==> src/rtl/page_stream_qout_pkg.sv <==
// page_stream_qout shared types and constants.
// Token word layout, stream states and default sizing.
package page_stream_qout_pkg;

  typedef enum logic [1:0] {
    ST_OPEN   = 2'd0,
    ST_DRAIN  = 2'd1,
    ST_CLOSED = 2'd2
  } st_e;

  localparam int EOS_BIT     = 0;
  localparam int DATA_LSB    = 1;
  localparam int DEF_WIDTH   = 16;
  localparam int DEF_DEPTH   = 8;
  localparam int DEF_RESERVE = 2;

endpackage

==> src/rtl/page_stream_qout_ram.sv <==
// page_stream_qout token store: DEPTH x (WIDTH+1) register file,
// one synchronous write port, one asynchronous read port.
module page_stream_qout_ram
  import page_stream_qout_pkg::*;
#(
  parameter int WIDTH = DEF_WIDTH,
  parameter int DEPTH = DEF_DEPTH,
  parameter int AW    = $clog2(DEPTH)
) (
  input  logic            clock,
  input  logic            i_we,
  input  logic [AW-1:0]   i_waddr,
  input  logic [WIDTH:0]  i_wdata,
  input  logic [AW-1:0]   i_raddr,
  output logic [WIDTH:0]  o_rdata
);

  logic [WIDTH:0] r_mem [DEPTH];

  // write the pushed token word
  always_ff @(posedge clock) begin
    if (i_we) r_mem[i_waddr] <= i_wdata;
  end

  assign o_rdata = r_mem[i_raddr];

endmodule

==> src/rtl/page_stream_qout.sv <==
// page_stream_qout: per-stream output queue with early back-pressure.
// Optional macro PAGE_STREAM_QOUT_OCC_EN adds the occ output.
module page_stream_qout
  import page_stream_qout_pkg::*;
#(
  parameter int WIDTH   = DEF_WIDTH,
  parameter int DEPTH   = DEF_DEPTH,
  parameter int RESERVE = DEF_RESERVE,
  parameter int AW      = $clog2(DEPTH)
) (
  input  logic             clock,
  input  logic             reset,
  input  logic [WIDTH-1:0] qin_d,
  input  logic             qin_e,
  input  logic             qin_v,
  output logic             qin_b,
  output logic [WIDTH-1:0] qout_d,
  output logic             qout_e,
  output logic             qout_v,
  input  logic             qout_b,
  output logic             closed,
  output logic             ovf
`ifdef PAGE_STREAM_QOUT_OCC_EN
  ,
  output logic [AW:0]      occ
`endif
);

  localparam logic [AW:0] L_FULL = (AW+1)'(DEPTH);
  localparam logic [AW:0] L_HI   = (AW+1)'(DEPTH - RESERVE);

  logic [AW-1:0] r_wptr;
  logic [AW-1:0] r_rptr;
  logic [AW:0]   r_cnt;
  logic [AW:0]   w_cnt_nxt;
  st_e           r_state;
  st_e           w_state_nxt;
  logic          r_qinb;
  logic          r_ovf;
  logic [WIDTH:0] w_head;
  logic [WIDTH:0] w_wword;
  logic          w_push;
  logic          w_pop;
  logic          w_open;
  logic          w_nempty;

  assign w_nempty = (r_cnt != '0);
  assign w_pop    = w_nempty & ~qout_b;
  assign w_open   = (r_state == ST_OPEN);
  // at full, a same-cycle pop frees the slot being written
  assign w_push   = qin_v & w_open & ((r_cnt != L_FULL) | w_pop);
  assign w_wword  = {qin_d, qin_e};

  page_stream_qout_ram #(
    .WIDTH (WIDTH),
    .DEPTH (DEPTH),
    .AW    (AW)
  ) u_ram (
    .clock   (clock),
    .i_we    (w_push),
    .i_waddr (r_wptr),
    .i_wdata (w_wword),
    .i_raddr (r_rptr),
    .o_rdata (w_head)
  );

  assign qout_v = w_nempty;
  assign qout_d = w_nempty ? w_head[WIDTH:DATA_LSB] : '0;
  assign qout_e = w_nempty & w_head[EOS_BIT];
  assign qin_b  = r_qinb;
  assign ovf    = r_ovf;
  assign closed = (r_state == ST_CLOSED);

`ifdef PAGE_STREAM_QOUT_OCC_EN
  assign occ = r_cnt;
`endif

  // next stream state and next occupancy
  always_comb begin
    w_state_nxt = r_state;
    w_cnt_nxt   = r_cnt;
    case (r_state)
      ST_OPEN:   if (w_push & qin_e) w_state_nxt = ST_DRAIN;
      ST_DRAIN:  if (w_pop & qout_e) w_state_nxt = ST_CLOSED;
      ST_CLOSED: w_state_nxt = ST_CLOSED;
      default:   w_state_nxt = r_state;
    endcase
    case ({w_push, w_pop})
      2'b10:   w_cnt_nxt = r_cnt + 1'b1;
      2'b01:   w_cnt_nxt = r_cnt - 1'b1;
      default: w_cnt_nxt = r_cnt;
    endcase
  end

  // pointers, count, state, stall and sticky overflow
  always_ff @(posedge clock or negedge reset) begin
    if (!reset) begin
      r_wptr  <= '0;
      r_rptr  <= '0;
      r_cnt   <= '0;
      r_state <= ST_OPEN;
      r_qinb  <= 1'b0;
      r_ovf   <= 1'b0;
    end else begin
      if (w_push) r_wptr <= r_wptr + 1'b1;
      if (w_pop)  r_rptr <= r_rptr + 1'b1;
      r_cnt   <= w_cnt_nxt;
      r_state <= w_state_nxt;
      r_qinb  <= (w_cnt_nxt >= L_HI) | (w_state_nxt != ST_OPEN);
      if (qin_v & ~w_push) r_ovf <= 1'b1;
    end
  end

endmodule

==> config.mk <==
export PLATFORM = sky130hd
export DESIGN_NAME = page_stream_qout
export DESIGN_NICKNAME = d
export VERILOG_FILES = /design/src/rtl/page_stream_qout_pkg.sv /design/src/rtl/page_stream_qout_ram.sv /design/src/rtl/page_stream_qout.sv
export SDC_FILE = /design/constraint.sdc
export NUM_CORES = 1
export LEC_CHECK = 0
export ABC_AREA = 1
export CORE_AREA = 2 2 129 106
export DETAILED_ROUTE_END_ITERATION = 16
export DIE_AREA = 0 0 131 108
export PLACE_DENSITY = 0.73
export SLEW_MARGIN = 20
export SYNTH_ARGS = -nofsm -noshare
export SYNTH_HDL_FRONTEND = slang
export SYNTH_HIERARCHICAL = 1
export SYNTH_SLANG_ARGS = --single-unit
export TNS_END_PERCENT = 100
==> constraint.sdc <==
create_clock -name clock -period 3 [get_ports clock]
set_input_delay 0.45 -clock clock [delete_from_list [all_inputs] [get_ports clock]]
set_output_delay 0.45 -clock clock [all_outputs]
set_load 0.02 [all_outputs]
Word-level counts from Yosys, hierarchy flattened:

Memory sizes are Yosys's and may differ from the RTL's.
Cells that the tools add are included.

* $add $sub $neg: 4
* magnitude comparators: 1
* eq/ne operators: 5
* mux-type cells: 7
* bitwise logic cells: 11
* reduce and logical (&&, ||, !) cells: 3

Operators with widths (count)
* two-way mux 16 bit: 1
* one-hot mux 4 bit (2 select lines): 1
* AND 1 bit: 7
* adder 3 x 1 -> 3 bit, second input constant: 2
* one-hot mux 2 bit (3 select lines): 1
* adder 4 x 1 -> 4 bit, second input constant: 1
* == test 2 x 1 -> 1 bit, second input constant: 2
* == test 2 bit, second input constant: 2
* >= comparator 4 x 3 -> 1 bit, second input constant: 1
* two-way mux 2 bit: 2
* != test 4 bit, second input constant: 1
* nonzero test 4 bit: 1
* subtractor 4 x 1 -> 4 bit, second input constant: 1
* zero test 2 bit: 1
* two-way mux 1 bit: 2
* inverter 1 bit: 2
* bitwise OR 1 bit: 2
* nonzero test 2 bit: 1

* register bits: 14
* RAM bits: 136
* output and inout port bits: 21
* logic and storage cells: 38
* memories kept: 1

Memory list
* u_ram.r_mem: words 8, width 17, rd ports 1, clocked after Yosys merged registers in 0, wr ports 1, RTL line page_stream_qout_ram.sv:18 `logic [WIDTH:0] r_mem [DEPTH];`

Longest topological paths before layout:

Gate-level depths: netlist of run 1.

* depth after elaboration: 9
* gate-level depth with buffers: 15

Hierarchy:

The synthesis of run 1 kept the hierarchy.

By module, submodules not included
* page_stream_qout_ram: times used 1, cells an instance 606, area each 5992.0 um2
* page_stream_qout: times used 1, cells an instance 117, area each 930.9 um2

Worst setup path after synthesis of run 1:

Ideal clock, no wire load.

* path kind: reg-to-reg
* start point: reg r_state[1]
* end point: mem u_ram/r_mem[1][0] (netlist name), enable pin
* library setup time: 0.391 ns
* data arrival time: 1.756 ns
* data required time: 2.609 ns
* setup slack: 0.853 ns
* stages on the path, launching flop included: 8
* path buffers: 0
* clock period less this slack: 2.147 ns
* path through: dfrtp_1 -> nor2_2 -> nand2_1 -> inv_2 -> o21ai_2 -> inv_2 -> nand2_1 -> nor2_1

* longest elaborated chain between the ends: 5

Ends and longest elaborated chain
* start, declared: RTL line page_stream_qout.sv:36 `st_e r_state;`
* start signal, assigned: RTL line page_stream_qout.sv:108 `r_state <= w_state_nxt;`
* zero test 2 bit: RTL line page_stream_qout.sv:49 `assign w_open = (r_state == ST_OPEN);`
* AND 1 bit (2 in a row): RTL line page_stream_qout.sv:51 `assign w_push = qin_v & w_open & ((r_cnt != L_FULL) | w_pop);`
* named net w_push: RTL line page_stream_qout.sv:42 `logic w_push;`
* two-way mux 1 bit: RTL line page_stream_qout_ram.sv:22 `if (i_we) r_mem[i_waddr] <= i_wdata;`
* two-way mux 1 bit (implied by the code): RTL line page_stream_qout_ram.sv:22
* end, declared: RTL line page_stream_qout_ram.sv:18

The timed path passes the listed nets, and every way through them passes these cells.

Worst setup path in the final report of run 1:

* start point: reg r_rptr[0]
* end point: out qout_d[14]

* longest elaborated chain between the ends: 2

Ends and longest elaborated chain
* start, declared: RTL line page_stream_qout.sv:33 `logic [AW-1:0] r_rptr;`
* start signal, assigned: RTL line page_stream_qout.sv:106 `if (w_pop) r_rptr <= r_rptr + 1'b1;`
* memory (8 x 17 bit)
* named net w_head[15]: RTL line page_stream_qout.sv:40 `logic [WIDTH:0] w_head;`
* two-way mux 16 bit: RTL line page_stream_qout.sv:68 `assign qout_d = w_nempty ? w_head[WIDTH:DATA_LSB] : '0;`
* end, declared: RTL line page_stream_qout.sv:17 `output logic [WIDTH-1:0] qout_d,`

The timed path passes the listed nets, and every way through them passes these cells.

==> results of run 1 <==
==> sequential cells by signal, indices dropped and copies added (netlist names) <==
name,flops
r_wptr,3
u_ram/r_mem,136
qin_b,1
r_rptr,3
ovf,1
r_cnt,4
r_state,2
==> metal layers <==
metal  vias to the layer above  share of wire, %  track usage [%]
li1                       2339                 -                -
met1                      2177                43            29.30
met2                       124                49            36.05
met3                        14               6.2            4.998
met4                         0               1.2            8.435
met5                         -                 0                0
==> synth_stat cells <==
cell type / n
sky130_fd_sc_hd__a21o_1: 1
sky130_fd_sc_hd__a21oi_1: 2
sky130_fd_sc_hd__a21oi_2: 1
sky130_fd_sc_hd__buf_1: 1
sky130_fd_sc_hd__buf_2: 15
sky130_fd_sc_hd__buf_4: 3
sky130_fd_sc_hd__buf_6: 4
sky130_fd_sc_hd__clkbuf_1: 3
sky130_fd_sc_hd__clkinv_1: 1
sky130_fd_sc_hd__dfrtp_1: 14
sky130_fd_sc_hd__edfxtp_1: 136
sky130_fd_sc_hd__fa_1: 1
sky130_fd_sc_hd__ha_1: 4
sky130_fd_sc_hd__inv_1: 165
sky130_fd_sc_hd__inv_2: 5
sky130_fd_sc_hd__mux2_2: 1
sky130_fd_sc_hd__nand2_1: 244
sky130_fd_sc_hd__nand2_2: 1
sky130_fd_sc_hd__nand2_4: 2
sky130_fd_sc_hd__nand2_8: 1
sky130_fd_sc_hd__nand3_1: 70
sky130_fd_sc_hd__nand3_2: 2
sky130_fd_sc_hd__nand3_4: 1
sky130_fd_sc_hd__nand4_1: 1
sky130_fd_sc_hd__nor2_1: 28
sky130_fd_sc_hd__nor2_2: 4
sky130_fd_sc_hd__nor2_4: 1
sky130_fd_sc_hd__o21ai_0: 4
sky130_fd_sc_hd__o21ai_2: 1
sky130_fd_sc_hd__xnor2_1: 4
sky130_fd_sc_hd__xor2_1: 2
==> kinds of logic (layout without fill, tap and decap cells) <==
| group | after synthesis | count (layout) | synth area share [%] |
|---|---|---|---|
| fa+ha+maj | 5 | 5 | 1.012 |
| flops | 150 | 150 | 64.05 |
| buf+inv | 197 | 268 | 11.55 |
| simple gates | 355 | 355 | 21.67 |
| xor+xnor | 6 | 6 | 0.7591 |
| mux | 1 | 1 | 0.1626 |
| compound gates | 9 | 9 | 0.7953 |
==> area by class of cell <==
cell class	count	area [sq um]	share of cell area [%]
clock buffers	21	470.5	5.699
multi-input cells	376	1689	20.46
inverters	171	644.4	7.805
flip-flops and latches	150	4436	53.73
repair buffers	65	619.3	7.502
clock inverters	11	177.7	2.152
well taps	175	219.0	2.652
==> report_power, final <==
part	leakage [nW]	internal (mW)	switching [mW]
sequential	1.40	2.28	0.0000000000000000150
combinational	2.09	0.0233	0.0315
clock	0.322	1.53	0.783
total	3.81	3.83	0.814
==> path summary, 6_finish.rpt <==
check	end	slack [ns]	from	depth (start not counted)
worst max-delay path	qout_d[14]	0.19	r_rptr[0]	9
worst min-delay path	r_cnt[0]	0.46	reset	1
worst max register to register	u_ram/r_mem[7][2]	0.94	r_state[1]	8
worst min register to register	ovf	0.46	ovf	1
max in group asynchronous	r_rptr[0]	2.05	reset	1
min in group clock	ovf	0.46	ovf	1
==> per-stage QoR <==
stage / util (%) / power (mW)
floorplan: - / 2.325
global placement: 59.71 / 2.376
detailed placement: 59.71 / 2.377
CTS: 64.80 / 4.676
global route: 64.85 / 4.776
finish: 64.85 / 4.646
==> worst max-delay path, delay by kind of cell, from the launching register on <==
family / cells / cell delay, ns
buffers and inverters: 3 / 1.06
DFF: 1 / 0.39
and+or+nand+nor: 6 / 0.46
==> implementation parameters, run 1 <==
Parameter                              Value

Run status
  Status ... finished clean

Layout
  Syn-to-layout area delta ... 19.25%
  Filler cell count ... 1011
  Final antenna diode count ... 0
  Most common cell after layout, fill and taps aside ... sky130_fd_sc_hd__nand2_1
  Number of nets in the finished design ... 807
  Leading cell types in the layout, fill and taps excluded ... 244 x sky130_fd_sc_hd__nand2_1, 165 x sky130_fd_sc_hd__inv_1, 136 x sky130_fd_sc_hd__edfxtp_1
  Final cell area excluding filler cells ... 0.008255 sq mm
  Fraction of final layout cells sized beyond drive strength 1 ... 9.320%
  Post-route non-filler standard cell count ... 969

Yosys
  Post-synth top area share ... 58.99%
  Post-synthesis sequential element count ... 150
  Cell area after synthesis ... 0.006923 sq mm
  Main area contributors after synthesis ... sky130_fd_sc_hd__edfxtp_1 59%, sky130_fd_sc_hd__nand2_1 13%, sky130_fd_sc_hd__inv_1 8.9%
  Syn_area_per_cell ... 9.575 sq um
  Post-synthesis cell type count ... 31
  Synthesized netlist cell count ... 723
  Post-synth top area cell ... sky130_fd_sc_hd__edfxtp_1
  Sequential area share after synthesis ... 64.05%
  Synthesis Warnings ... 6
  Synthesized netlist net count ... 749

STA
  Total of endpoints with negative setup slack in the final report ... 0
  Fmax ... 355.9 MHz
  Final critical delay including setup and external delays ... 2.810 ns
  Final hold violation count ... 0
  Final count of pins violating max slew ... 0
  Minimum setup slack in the final design ... 0.1903 ns
  Setup TNS ... 0 ns
  Tightest slew margin relative to the limit ... 52.22%
  Final hold slack ... 0.4562 ns
  Pin slew with the least headroom to its limit ... 0.7122 ns
  Unrepaired setup endpoints after global routing ... false
  Final Cycle Share ... 93.66%
  Final setup skew ... 0.01059 ns

Global routing
  Number of global-route vias before repair ... 4548
  Combined global-route utilization of all metal layers ... 22.16%
  Pin count of the biggest net entering global routing ... 71
  Number of antenna violations at the first check in global routing ... 0
  First-pass GRT wire length ... 22960 um
  Total congestion overflow after global routing ... 0

Placement
  Cell area after placement ... 0.007601 sq mm
  HPWL Detailed ... 8671 um
  PortBufs ... 41
  Total placed cells including tap cells ... 937
  Pre-CTS setup slack ... 0.4859 ns
  Global placer's final weighted congestion ... 0.7928

Floorplanning
  Area enclosed by the die boundary ... 0.01415 sq mm
  Number of placement rows ... 37
  Area inside the core boundary ... 0.01273 sq mm
  Starting density of the core ... 54.38%
  Die H ... 108 um
  Die Span X ... 131 um
  Top-Level Pins ... 42

Power
  Worst IR Drop VDD ... 0.7620 mV
  Static Leakage ... 3.809 nW
  Cell Pwr Density ... 562.8 mW/mm^2

Clock network
  Post-CTS sizing ... 0
  Maximum number of buffers from clock root to sink ... 2
  H-tree level count ... 4
  Post-CTS repair timing setup buffer count ... 0
  Clock root buffer ... sky130_fd_sc_hd__clkbuf_16
  Sink count of the clock tree ... 150
  Total CTS buffers ... 17
  CTS Hold Bufs ... 0
  Insertion delay to the later sink of the worst-skew pair ... 0.42 ns
  Clock-pin slew of the registers on the worst-case setup and hold paths ... 0.06 ns
  Clock tree from TritonCTS ... yes

Setup path
  CP endpoint kind ... primary output
  Worst path slowest cell ... sky130_fd_sc_hd__clkdlybuf4s50_1
  Critical Path Start Type ... flip-flop
  Endpoint arrival time on the critical path ... 2.36 ns
  Highest fanout seen on the critical path ... 70
  Worst path cell trace ... buf_6, nand2_1, nand3_1, nand2_1, nand2_1, nand2_1, inv_1, nor2_1, clkdlybuf4s50_1
  Start-to-end type of the worst setup path ... reg2out
  Required time of the critical path ... 2.55 ns
  Delay of the slowest cell on the worst path ... 0.55 ns
  Most prevalent standard cell on the critical path ... sky130_fd_sc_hd__nand2_1

Flow run
  Number of max-capacitance violations reported ... 0

Routing
  Number of remaining DRC errors ... 0
  Final antenna-violating net count ... 0
  Initial DRC count ... 468
  Vias per Instance ... 4.803
  DR WL/cell ... 14.74 um
  Number of vias in the routed layout ... 4654
  First-pass iteration count of the detailed router ... 4
  Post-detailed-routing wire length ... 14290 um

Worst hold path
  Path class of the lowest-slack min-delay path ... in2async
Power figures use the tool's default switching activity.
==> inputs of run 2 (changes only) <==
CELL_PAD_IN_SITES_DETAIL_PLACEMENT = 0   (was unset)
CELL_PAD_IN_SITES_GLOBAL_PLACEMENT = 2   (was unset)
CORE_AREA = 2 2 154 126   (was 2 2 129 106)
DIE_AREA = 0 0 156 128   (was 0 0 131 108)
PLACE_DENSITY = 0.88   (was 0.73)
==> run 2 against run 1 <==
Power down 3.3%. Clock skew is 0.0040 ns lower. Utilization down 20 points. Critical endpoint is now qout_d[11]. Global-route usage decreased by 5.7 points.
==> implementation parameters, run 2 (synthesized netlist as in run 1, its figures left out) <==
Parameter                              Value

Routing
  Number of vias in the routed layout ... 4702 (+1.0%)
  Amount of wire on met3 after detailed routing ... 537 um (-39%)
  Post-detailed-routing wire length ... 15410 um (+7.9%)
  Uppermost signal routing layer after detailed routing ... met4
  Number of remaining DRC errors ... 0 (unchanged)
  Initial DRC count ... 313 (-33%)
  Final antenna-violating net count ... 0 (unchanged)
  Routed metal-1 wire length ... 7251 um (+18%)
  Routed length on met2 ... 7452 um (+5.5%)
  DR WL/cell ... 14.94 um (+1.3%)
  Vias per Instance ... 4.556 (-5.1%)
  First-pass iteration count of the detailed router ... 4 (unchanged)

Setup path
  Worst path cell trace ... inv_2, buf_4, nand3_1, nand2_1, nand2_1, nand2_1, inv_1, nor2_1, clkdlybuf4s50_1
  Delay of the slowest cell on the worst path ... 0.61 ns (+0.06 ns)
  Start-to-end type of the worst setup path ... reg2out
  Most prevalent standard cell on the critical path ... sky130_fd_sc_hd__nand2_1
  Required time of the critical path ... 2.55 ns (about the same)
  Highest fanout seen on the critical path ... 16 (-77%)
  Critical Path Start Type ... flip-flop
  Worst path slowest cell ... sky130_fd_sc_hd__clkdlybuf4s50_1
  CP endpoint kind ... primary output
  Endpoint arrival time on the critical path ... 2.37 ns (about the same)

Layout
  Final antenna diode count ... 0 (unchanged)
  Top register by number of flip-flops ... u_ram/r_mem
  Max FFs per register ... 136 (unchanged)
  Fraction of final layout cells sized beyond drive strength 1 ... 9.159% (-0.16 points)
  Most common cell after layout, fill and taps aside ... sky130_fd_sc_hd__nand2_1
  Leading cell types in the layout, fill and taps excluded ... 244 x sky130_fd_sc_hd__nand2_1, 165 x sky130_fd_sc_hd__inv_1, 136 x sky130_fd_sc_hd__edfxtp_1
  Registers with the most flip-flops ... u_ram/r_mem x136, r_cnt x4
  Number of nets in the finished design ... 810 (+0.37%)
  Filler cell count ... 1703 (+68%)
  Post-route non-filler standard cell count ... 1032 (+6.5%)
  Syn-to-layout area delta ... 19.95%
  Core occupancy in the finished layout ... 44.83% (-20 points)

STA
  Unrepaired setup endpoints after global routing ... false
  Final Cycle Share ... 93.98% (+0.32 points)
  Final hold slack ... 0.4441 ns (-0.01211 ns)
  Fmax ... 354.7 MHz (-0.34%)
  Total of endpoints with negative setup slack in the final report ... 0 (unchanged)
  Final count of pins violating max slew ... 0 (unchanged)
  Final setup skew ... 0.006569 ns (-0.004018 ns)
  Final hold violation count ... 0 (unchanged)
  Pin slew with the least headroom to its limit ... 0.7083 ns (-0.003919 ns)
  Final critical delay including setup and external delays ... 2.819 ns (+0.009602 ns)
  Tightest slew margin relative to the limit ... 52.49% (+0.26 points)
  Setup TNS ... 0 ns (unchanged)

Power
  Power spent charging and discharging nets ... 825.8 uW (+1.4%)
  Gate power share ... 1.3% (about the same)
  Internal cell power ... 3.668 mW (-4.3%)
  Worst IR Drop VDD ... 0.4015 mV (-47%)
  Cell Pwr Density ... 541.1 mW/mm^2 (-3.9%)
  Static Leakage ... 3.826 nW (+0.43%)
  Sequential power share ... 50.7% (+1.7 points)
  Share of power burned in the clock network ... 48.0% (-1.8 points)
  Switching part of the total ... 18.38% (+0.86 points)

Clock network
  Clock root buffer ... sky130_fd_sc_hd__clkbuf_16
  Clock tree from TritonCTS ... yes
  Sink count of the clock tree ... 150 (unchanged)
  Clock-pin slew of the registers on the worst-case setup and hold paths ... 0.06 ns (about the same)
  H-tree level count ... 4 (unchanged)
  CTS Hold Bufs ... 0 (unchanged)
  Maximum number of buffers from clock root to sink ... 2 (unchanged)
  Insertion delay to the later sink of the worst-skew pair ... 0.43 ns (about the same)
  Total CTS buffers ... 17 (unchanged)

Floorplanning
  Starting density of the core ... 37.37% (-17 points)
  Area enclosed by the die boundary ... 0.01997 sq mm (+41%)
  Die Span X ... 156 um (+19%)
  Area inside the core boundary ... 0.01852 sq mm (+46%)
  Top-Level Pins ... 42 (unchanged)
  Die H ... 128 um (+19%)
  Number of placement rows ... 45 (+22%)

Global routing
  Number of antenna violations at the first check in global routing ... 0 (unchanged)
  First-pass GRT wire length ... 24560 um (+7.0%)
  Total congestion overflow after global routing ... 0 (unchanged)
  Pin count of the biggest net entering global routing ... 30 (-58%)
  Number of global-route vias before repair ... 4759 (+4.6%)
  Combined global-route utilization of all metal layers ... 16.46% (-5.7 points)

Placement
  PortBufs ... 41 (unchanged)
  Total placed cells including tap cells ... 1000 (+6.7%)
  HPWL Detailed ... 9628 um (+11%)
  Global placer's final weighted congestion ... 0.7264 (-8.4%)

Flow run
  Number of max-capacitance violations reported ... 0 (unchanged)

Run status
  Status ... finished clean

Worst hold path
  Path class of the lowest-slack min-delay path ... in2async
==> run 2: critical path: cells and delay by family, from the launching register on <==
family	cells	cell delay [ns]
simple gates	5	0.41
buf+inv	4	1.00
flops	1	0.52
==> run 2: worst paths after layout <==
check / from / end / slack (ns) / cells after the start
hold / removal: reset / r_cnt[1] / 0.44 / 1
min in group clock: ovf / ovf / 0.47 / 1
hold reg to reg: ovf / ovf / 0.47 / 1
setup reg to reg: r_state[1] / u_ram/r_mem[6][12] / 0.91 / 8
max in group asynchronous: reset / r_rptr[0] / 2.08 / 1
setup / recovery: r_rptr[1] / qout_d[11] / 0.18 / 9
==> run 2: power groups by stage <==
stage	Sequential, mW	Clock, mW	Combinational, mW
2_1_floorplan	2.32	0	0.00220
3_3_place_gp	2.32	0	0.0541
3_5_place_dp	2.32	0	0.0577
4_1_cts	2.28	2.19	0.0577
5_1_grt	2.28	2.28	0.0625
6_report	2.28	2.16	0.0562
==> run 2: area by class of cell <==
type | instances | area (sq um) | share of cell area (%)
clock buffer | 18 | 429.2 | 5.168
clock inverter | 14 | 163.9 | 1.974
inverter | 171 | 644.4 | 7.760
multi-input combinational | 376 | 1689 | 20.34
sequential | 150 | 4437 | 53.43
tap | 235 | 294.0 | 3.541
timing repair buffer | 68 | 646.9 | 7.790
==> run 2: per-stage QoR <==
stage | worst slack [ns] | area [sq um] | power, mW
after floorplan | 0.8532 | 6923 | 2.325
after global routing | 0.01342 | 8304 | 4.624
after detailed placement | 0.4283 | 7699 | 2.380
final | 0.1807 | 8304 | 4.494
after CTS | 0.07847 | 8293 | 4.528
after global placement | 0.4034 | 7699 | 2.376
==> run 2: what timing repair did <==
| item | in CTS | in global routing |
|---|---|---|
| setup buffers | 0 | 0 |
| endpoints found under the hold margin | 0 | 0 |
| endpoints found under the setup margin | 7 | 9 |
| gates cloned | 0 | 0 |
| resized for setup | 1 | 5 |
==> run 2: layer usage <==
metal | up-vias | GRT usage, %
li1 | 2343 | -
met1 | 2268 | 21.26
met2 | 75 | 27.59
met3 | 16 | 4.057
met4 | 0 | 5.019
met5 | - | 0
